File: src/rtl/player_input_controller_pkg.sv
// Shared game definitions: attack phase encodings and the game-tick rate.
package player_input_controller_pkg;

    typedef enum logic [1:0] {
        ATK_IDLE     = 2'd0,
        ATK_STARTUP  = 2'd1,
        ATK_ACTIVE   = 2'd2,
        ATK_RECOVERY = 2'd3
    } atk_phase_e;

    localparam int GAME_TICK_HZ = 20;

endpackage

File: src/rtl/player_input_controller_button_debouncer.sv
// Two-flop synchroniser, counter-based debouncer and rising-edge pulse for one raw button.
module button_debouncer #(
    parameter int DEBOUNCE_CYCLES = 16
) (
    input  logic clk,
    input  logic reset,
    input  logic raw,
    output logic stable,
    output logic rise
);

    localparam int CW = $clog2(DEBOUNCE_CYCLES + 1);

    logic [1:0]    sync;
    logic [CW-1:0] cnt;

    // The accepted level flips only after the synchronised input has disagreed with it
    // for DEBOUNCE_CYCLES consecutive clocks; rise fires in the cycle stable goes high.
    always_ff @(posedge clk or negedge reset) begin
        if (!reset) begin
            sync   <= '0;
            cnt    <= '0;
            stable <= 1'b0;
            rise   <= 1'b0;
        end else begin
            sync <= {sync[0], raw};
            rise <= 1'b0;
            if (sync[1] == stable) begin
                cnt <= '0;
            end else if (cnt == CW'(DEBOUNCE_CYCLES - 1)) begin
                stable <= sync[1];
                rise   <= sync[1];
                cnt    <= '0;
            end else begin
                cnt <= cnt + CW'(1);
            end
        end
    end

endmodule

File: src/rtl/player_input_controller.sv
// Turns debounced buttons into tick-aligned movement, jump and attack-phase outputs for the physics engine.
module player_input_controller
    import player_input_controller_pkg::*;
#(
    parameter int DEBOUNCE_CYCLES = 16,
    parameter int STARTUP_TICKS   = 2,
    parameter int ACTIVE_TICKS    = 3,
    parameter int RECOVERY_TICKS  = 4
) (
    input  logic       clk,
    input  logic       reset,
    input  logic       game_tick,
    input  logic       btn_left,
    input  logic       btn_right,
    input  logic       btn_jump,
    input  logic       btn_attack,
    output logic       movingLeft,
    output logic       movingRight,
    output logic       isJumping,
    output logic [1:0] attack_phase,
    output logic       attack_hit
);

    localparam logic [3:0] STARTUP_LOAD  = 4'(STARTUP_TICKS - 1);
    localparam logic [3:0] ACTIVE_LOAD   = 4'(ACTIVE_TICKS - 1);
    localparam logic [3:0] RECOVERY_LOAD = 4'(RECOVERY_TICKS - 1);

    logic [3:0] raw_bus;
    logic [3:0] st;
    logic [3:0] rise;
    logic       unused_bits;

    atk_phase_e phase, phase_nxt;
    logic [3:0] cnt, cnt_nxt;
    logic       jump_pend, atk_pend;
    logic       idle_nxt;

    // Button order: 0 left, 1 right, 2 jump, 3 attack.
    assign raw_bus = {btn_attack, btn_jump, btn_right, btn_left};

    for (genvar i = 0; i < 4; i++) begin : g_btn
        button_debouncer #(.DEBOUNCE_CYCLES(DEBOUNCE_CYCLES)) u_deb (
            .clk    (clk),
            .reset  (reset),
            .raw    (raw_bus[i]),
            .stable (st[i]),
            .rise   (rise[i])
        );
    end

    assign unused_bits = ^{st[3:2], rise[1:0]};

    always_comb begin
        phase_nxt = phase;
        cnt_nxt   = cnt;
        if (game_tick) begin
            unique case (phase)
                ATK_IDLE: begin
                    if (atk_pend) begin
                        phase_nxt = ATK_STARTUP;
                        cnt_nxt   = STARTUP_LOAD;
                    end
                end
                ATK_STARTUP: begin
                    if (cnt != 4'd0) cnt_nxt = cnt - 4'd1;
                    else begin
                        phase_nxt = ATK_ACTIVE;
                        cnt_nxt   = ACTIVE_LOAD;
                    end
                end
                ATK_ACTIVE: begin
                    if (cnt != 4'd0) cnt_nxt = cnt - 4'd1;
                    else begin
                        phase_nxt = ATK_RECOVERY;
                        cnt_nxt   = RECOVERY_LOAD;
                    end
                end
                ATK_RECOVERY: begin
                    if (cnt != 4'd0) cnt_nxt = cnt - 4'd1;
                    else begin
                        phase_nxt = ATK_IDLE;
                        cnt_nxt   = 4'd0;
                    end
                end
            endcase
        end
    end

    assign idle_nxt = (phase_nxt == ATK_IDLE);

    // A new edge wins over the tick that clears its pending flag, so it survives to the next tick.
    always_ff @(posedge clk or negedge reset) begin
        if (!reset) begin
            phase       <= ATK_IDLE;
            cnt         <= 4'd0;
            jump_pend   <= 1'b0;
            atk_pend    <= 1'b0;
            movingLeft  <= 1'b0;
            movingRight <= 1'b0;
            isJumping   <= 1'b0;
            attack_hit  <= 1'b0;
        end else begin
            phase     <= phase_nxt;
            cnt       <= cnt_nxt;
            jump_pend <= rise[2] | (jump_pend & ~game_tick);
            atk_pend  <= rise[3] | (atk_pend & ~game_tick);
            if (game_tick) begin
                movingLeft  <= st[0] & ~st[1] & idle_nxt;
                movingRight <= st[1] & ~st[0] & idle_nxt;
                isJumping   <= jump_pend & idle_nxt;
                attack_hit  <= (phase_nxt == ATK_ACTIVE);
            end
        end
    end

    assign attack_phase = phase;

endmodule
File: config.mk
export PLATFORM = sky130hd
export DESIGN_NAME = player_input_controller
export DESIGN_NICKNAME = d
export VERILOG_FILES = /design/src/rtl/player_input_controller_pkg.sv /design/src/rtl/player_input_controller_button_debouncer.sv /design/src/rtl/player_input_controller.sv
export SDC_FILE = /design/constraint.sdc
export NUM_CORES = 1
export LEC_CHECK = 0
export CORE_AREA = 2 2 60 119
export CTS_BUF_LIST = sky130_fd_sc_hd__clkbuf_4
export DETAILED_ROUTE_END_ITERATION = 12
export DIE_AREA = 0 0 62 121
export GPL_TIMING_DRIVEN = 0
export SETUP_SLACK_MARGIN = 0.3
export SYNTH_ARGS = -nofsm -noshare
export SYNTH_HDL_FRONTEND = slang
export SYNTH_HIERARCHICAL = 1
export SYNTH_SLANG_ARGS = --single-unit
File: constraint.sdc
create_clock -name clk -period 1.2 [get_ports clk]
set_input_delay 0.18 -clock clk [delete_from_list [all_inputs] [get_ports clk]]
set_output_delay 0.18 -clock clk [all_outputs]
set_load 0.005 [all_outputs]
==> results of run 1 <==
==> routing by layer <==
layer  up-vias  wire (µm)  GRT usage  part of all wire
met1       652       1380      0.118              0.38
met4         0        133     0.0758             0.037
met2        21       2000      0.184              0.56
met3         8         78     0.0288             0.022
li1        631          -          -                 -
met5         -          0          0                 0
==> worst register-to-register path: cells and delay by family (launching register included) <==
| kind | cells | cell delay, ns |
|---|---|---|
| DFF | 1 | 0.46 |
| buffers and inverters | 3 | 0.42 |
| AOI/OAI and AO/OA | 1 | 0.05 |
| and+or+nand+nor | 1 | 0.31 |
==> power groups by stage <==
| stage | combinational, µW | clock (µW) | sequential (µW) |
|---|---|---|---|
| detailed placement | 154 | 0 | 1660 |
| finish | 218 | 969 | 1640 |
| CTS | 200 | 1020 | 1630 |
| global route | 246 | 1070 | 1650 |
| global placement | 144 | 0 | 1660 |
| floorplan | 80.3 | 0 | 1650 |
==> cell usage in the layout (no fill, tap or decap), types with 2 or more instances in the layout <==
cell,instances
sky130_fd_sc_hd__dfrtp_1,44
sky130_fd_sc_hd__buf_4,26
sky130_fd_sc_hd__buf_6,11
sky130_fd_sc_hd__nor2_1,11
sky130_fd_sc_hd__xor2_1,8
sky130_fd_sc_hd__inv_1,7
sky130_fd_sc_hd__buf_2,7
sky130_fd_sc_hd__clkbuf_4,6
sky130_fd_sc_hd__nor2_2,4
sky130_fd_sc_hd__nor2_4,4
sky130_fd_sc_hd__xor2_2,4
sky130_fd_sc_hd__and2_1,4
sky130_fd_sc_hd__o21ai_4,4
sky130_fd_sc_hd__nand3_1,4
sky130_fd_sc_hd__mux2_4,4
sky130_fd_sc_hd__clkdlybuf4s50_1,4
sky130_fd_sc_hd__buf_12,3
sky130_fd_sc_hd__a21oi_2,3
sky130_fd_sc_hd__nand3_2,3
sky130_fd_sc_hd__nand2_1,3
sky130_fd_sc_hd__and3_4,3
sky130_fd_sc_hd__nand3_4,3
sky130_fd_sc_hd__ha_4,3
sky130_fd_sc_hd__o21a_1,2
sky130_fd_sc_hd__a21o_1,2
sky130_fd_sc_hd__nand3b_1,2
sky130_fd_sc_hd__nand4b_1,2
sky130_fd_sc_hd__o221ai_1,2
sky130_fd_sc_hd__dfrtp_2,2
sky130_fd_sc_hd__nor4b_2,2
==> flip-flops by register name, summed over array words and instances (netlist names) <==
register	cells
g_btn.u_deb/rise	2
isJumping	1
attack_phase	2
g_btn.u_deb/cnt	20
movingLeft	1
g_btn.u_deb/stable	4
movingRight	1
cnt	4
g_btn.u_deb/sync	8
atk_pend	1
jump_pend	1
attack_hit	1
==> final timing paths <==
check,slack [ns],depth (start not counted),start,endpoint
max,-0.15,5,cnt[2]$_DFFE_PN0P_,cnt[0]$_DFFE_PN0P_
min,0.21,4,game_tick,cnt[1]$_DFFE_PN0P_
max reg2reg,-0.15,5,cnt[2]$_DFFE_PN0P_,cnt[0]$_DFFE_PN0P_
min reg2reg,0.36,0,g_btn[3].u_deb/sync[0]$_DFF_PN0_,g_btn[3].u_deb/sync[1]$_DFF_PN0_
max in group asynchronous,0.49,3,reset,g_btn[1].u_deb/cnt[0]$_DFF_PN0_
min in group asynchronous,0.22,2,reset,g_btn[0].u_deb/cnt[2]$_DFF_PN0_
==> metrics by stage <==
stage                     cell area, µm²  cells  TNS [ns]  power [µW]  setup slack [ns]
after global routing                2820    298     -1.68        2970            -0.188
after floorplan                     1940    151    -0.133        1730           -0.0736
after CTS                           2620    286    -0.881        2860            -0.118
final                               2820    298     -1.04        2830            -0.146
after global placement              2170    251    -62.41        1800             -1.33
after detailed placement            2190    252     -1.59        1810            -0.220
==> layout make-up <==
| type | instances | area [µm²] | area share |
|---|---|---|---|
| flip-flops and latches | 46 | 1150 | 0.410 |
| multi-input cells | 94 | 948 | 0.337 |
| repair buffers | 50 | 434 | 0.154 |
| well taps | 88 | 110 | 0.0391 |
| plain buffers | 4 | 57.6 | 0.0204 |
| clock buffers | 6 | 45.0 | 0.0160 |
| clock inverters | 2 | 37.5 | 0.0133 |
| inverters | 7 | 26.3 | 0.00933 |
| diodes | 1 | 2.50 | 0.000889 |
==> timing repair <==
action | CTS | global route
hold endpoints to repair | 13 | 0
cloned | 0 | 0
setup buffers | 25 | 11
setup endpoints to repair | 42 | 43
hold buffers | 1 | 0
pin swaps | 17 | 14
resized for setup | 55 | 25
==> insert_results.sql, run 1 <==
INSERT INTO impl_metrics (metric_group, metric, value, unit) VALUES
('detailed_routing', 'drt-initial-drc-count', '66', ''),
('sta', 'fmax', '743', 'MHz'),
('floorplan', 'placeableCoreArea', '6570', 'µm²'),
('cts', 'cts.htree.levels', '2', ''),
('cts', 'tritoncts', 'built', ''),
('synthesis', 'synth.net_count', '162', ''),
('sta', 'finalHoldWorstSlack', '0.212', 'ns'),
('run_status', 'violations_in_the_final_reports', 'setup timing', ''),
('placement', 'gp_routability_congestion', '0.719', ''),
('worst_setup_path', 'cpMostUsedCell', 'sky130_fd_sc_hd__buf_4', ''),
('worst_setup_path', 'worstPathBufferInverterCount', '3', ''),
('detailed_routing', 'vias', '1312', ''),
('worst_setup_path', 'critical_path_required', '1.46', 'ns'),
('global_route', 'antenna_violations_before_repair', '1', ''),
('placement', 'io_buffers', '12', ''),
('sta', 'timing_hold_violations_final', '0', ''),
('power', 'p_leak', '0.00130', 'µW'),
('worst_setup_path', 'crit_arrival', '1.61', 'ns'),
('run_status', 'run_status', 'finished with violations', ''),
('placement', 'detailedPlacementHpwl', '2.14', 'mm'),
('sta', 'rsz0062_at_grt', 'true', ''),
('power', 'power.share.clock', '0.342', ''),
('synthesis', 'syn_avg_cell_area', '12.5', 'µm²'),
('sta', 'tightestPinTransition', '0.349', 'ns'),
('cts', 'cts-root-to-sink-buffers', '2', ''),
('floorplan', 'pin_count', '13', ''),
('power', 'sequential_power_share', '0.581', ''),
('synthesis', 'netlist_area', '1880', 'µm²'),
('power', 'switchingPower', '653', 'µW'),
('floorplan', 'dieWidth', '62', 'µm'),
('detailed_routing', 'dr.pass1.iters', '4', ''),
('detailed_routing', 'drcViolationCount', '0', ''),
('global_route', 'global_route.usage.total', '0.112', ''),
('global_route', 'grt_pass1_wl', '6.11', 'mm'),
('worst_setup_path', 'chain_of_cells_forming_the_critical_path', 'buf_12 > nor4_4 > buf_4 > buf_4 > a221oi_2', ''),
('worst_setup_path', 'critPathTopFamily', 'flip-flops', ''),
('global_route', 'largest_net_degree_at_the_start_of_global_routing', '34', ''),
('cells_and_area', 'fillers', '607', ''),
('synthesis', 'yosys_warning_total', '6', ''),
('synthesis', 'netlist_instances', '151', ''),
('worst_setup_path', 'critical_path_class', 'register to register', ''),
('floorplan', 'core.rowCount', '42', ''),
('cts', 'cts-buffers-inserted', '5', ''),
('cts', 'worst_skew_pair.late_latency', '0.37', 'ns'),
('sta', 'fin_worst_skew', '0.0117', 'ns'),
('sta', 'final-max-slew-violation-count', '0', ''),
('power', 'sw_frac_of_total', '0.231', ''),
('cts', 'cts.sinks', '46', ''),
('power', 'power-per-cell-area', '1000', 'nW/µm²'),
('detailed_routing', 'postRouteWirelength', '3.59', 'mm'),
('sta', 'period_share', '1.12', ''),
('cells_and_area', 'final_net_count', '219', ''),
('run', 'cap_violations', '0', ''),
('power', 'vdd.ir_drop.worst', '0.662', 'mV'),
('floorplan', 'fp.dieArea', '7500', 'µm²'),
('sta', 'setup_ws', '-0.146', 'ns'),
('sta', 'final_setup_viols', '11', ''),
('floorplan', 'floorplan.initialDensity', '0.286', ''),
('global_route', 'first_global_vias', '1362', ''),
('cts', 'root_buffer', 'sky130_fd_sc_hd__clkbuf_4', ''),
('hold_path', 'hold_path.class', 'input pin to register', ''),
('worst_setup_path', 'critical_path.startpoint_type', 'register', ''),
('sta', 'max_slew_headroom', '0.768', ''),
('detailed_routing', 'avgViaCountPerCell', '4.40', ''),
('power', 'intPower', '2180', 'µW'),
('cts', 'worst_setup_hold_path_clk_slew', '0.14', 'ns'),
('detailed_routing', 'route.antenna.remaining_nets', '0', ''),
('floorplan', 'fp.dieH', '121', 'µm'),
('worst_setup_path', 'cpMaxStageDelayCell', 'sky130_fd_sc_hd__dfrtp_2', ''),
('worst_setup_path', 'timing.critical_path.fanout_max', '2', ''),
('worst_setup_path', 'worst_setup_path_end_kind', 'register', ''),
('cells_and_area', 'syn_to_final_growth', '49.7', '%'),
('detailed_routing', 'post_detailed_route_wirelength_per_cell', '12.1', 'µm'),
('worst_setup_path', 'critPathMaxStageDelay', '0.46', 'ns'),
('cells_and_area', 'finish.utilization', '0.429', ''),
('sta', 'period_needed', '1.35', 'ns'),
('cells_and_area', 'fraction_of_layout_cells_with_a_size_suffix_above_1', '0.493', ''),
('global_route', 'gr-total-overflow', '0', ''),
('power', 'comb_power_share', '0.077', '');
(Power assumes the default switching activity.)
==> inputs of run 2 (changes only) <==
--- a/config.mk
+++ b/config.mk
@@ -5,6 +5,7 @@
 export SDC_FILE = /design/constraint.sdc
 export NUM_CORES = 1
 export LEC_CHECK = 0
+export CAP_MARGIN = 25
 export CORE_AREA = 2 2 60 119
 export CTS_BUF_LIST = sky130_fd_sc_hd__clkbuf_4
 export DETAILED_ROUTE_END_ITERATION = 12
==> results of run 2 <==
Same layout as run 1: the final DEF is identical, and so are final timing and power.
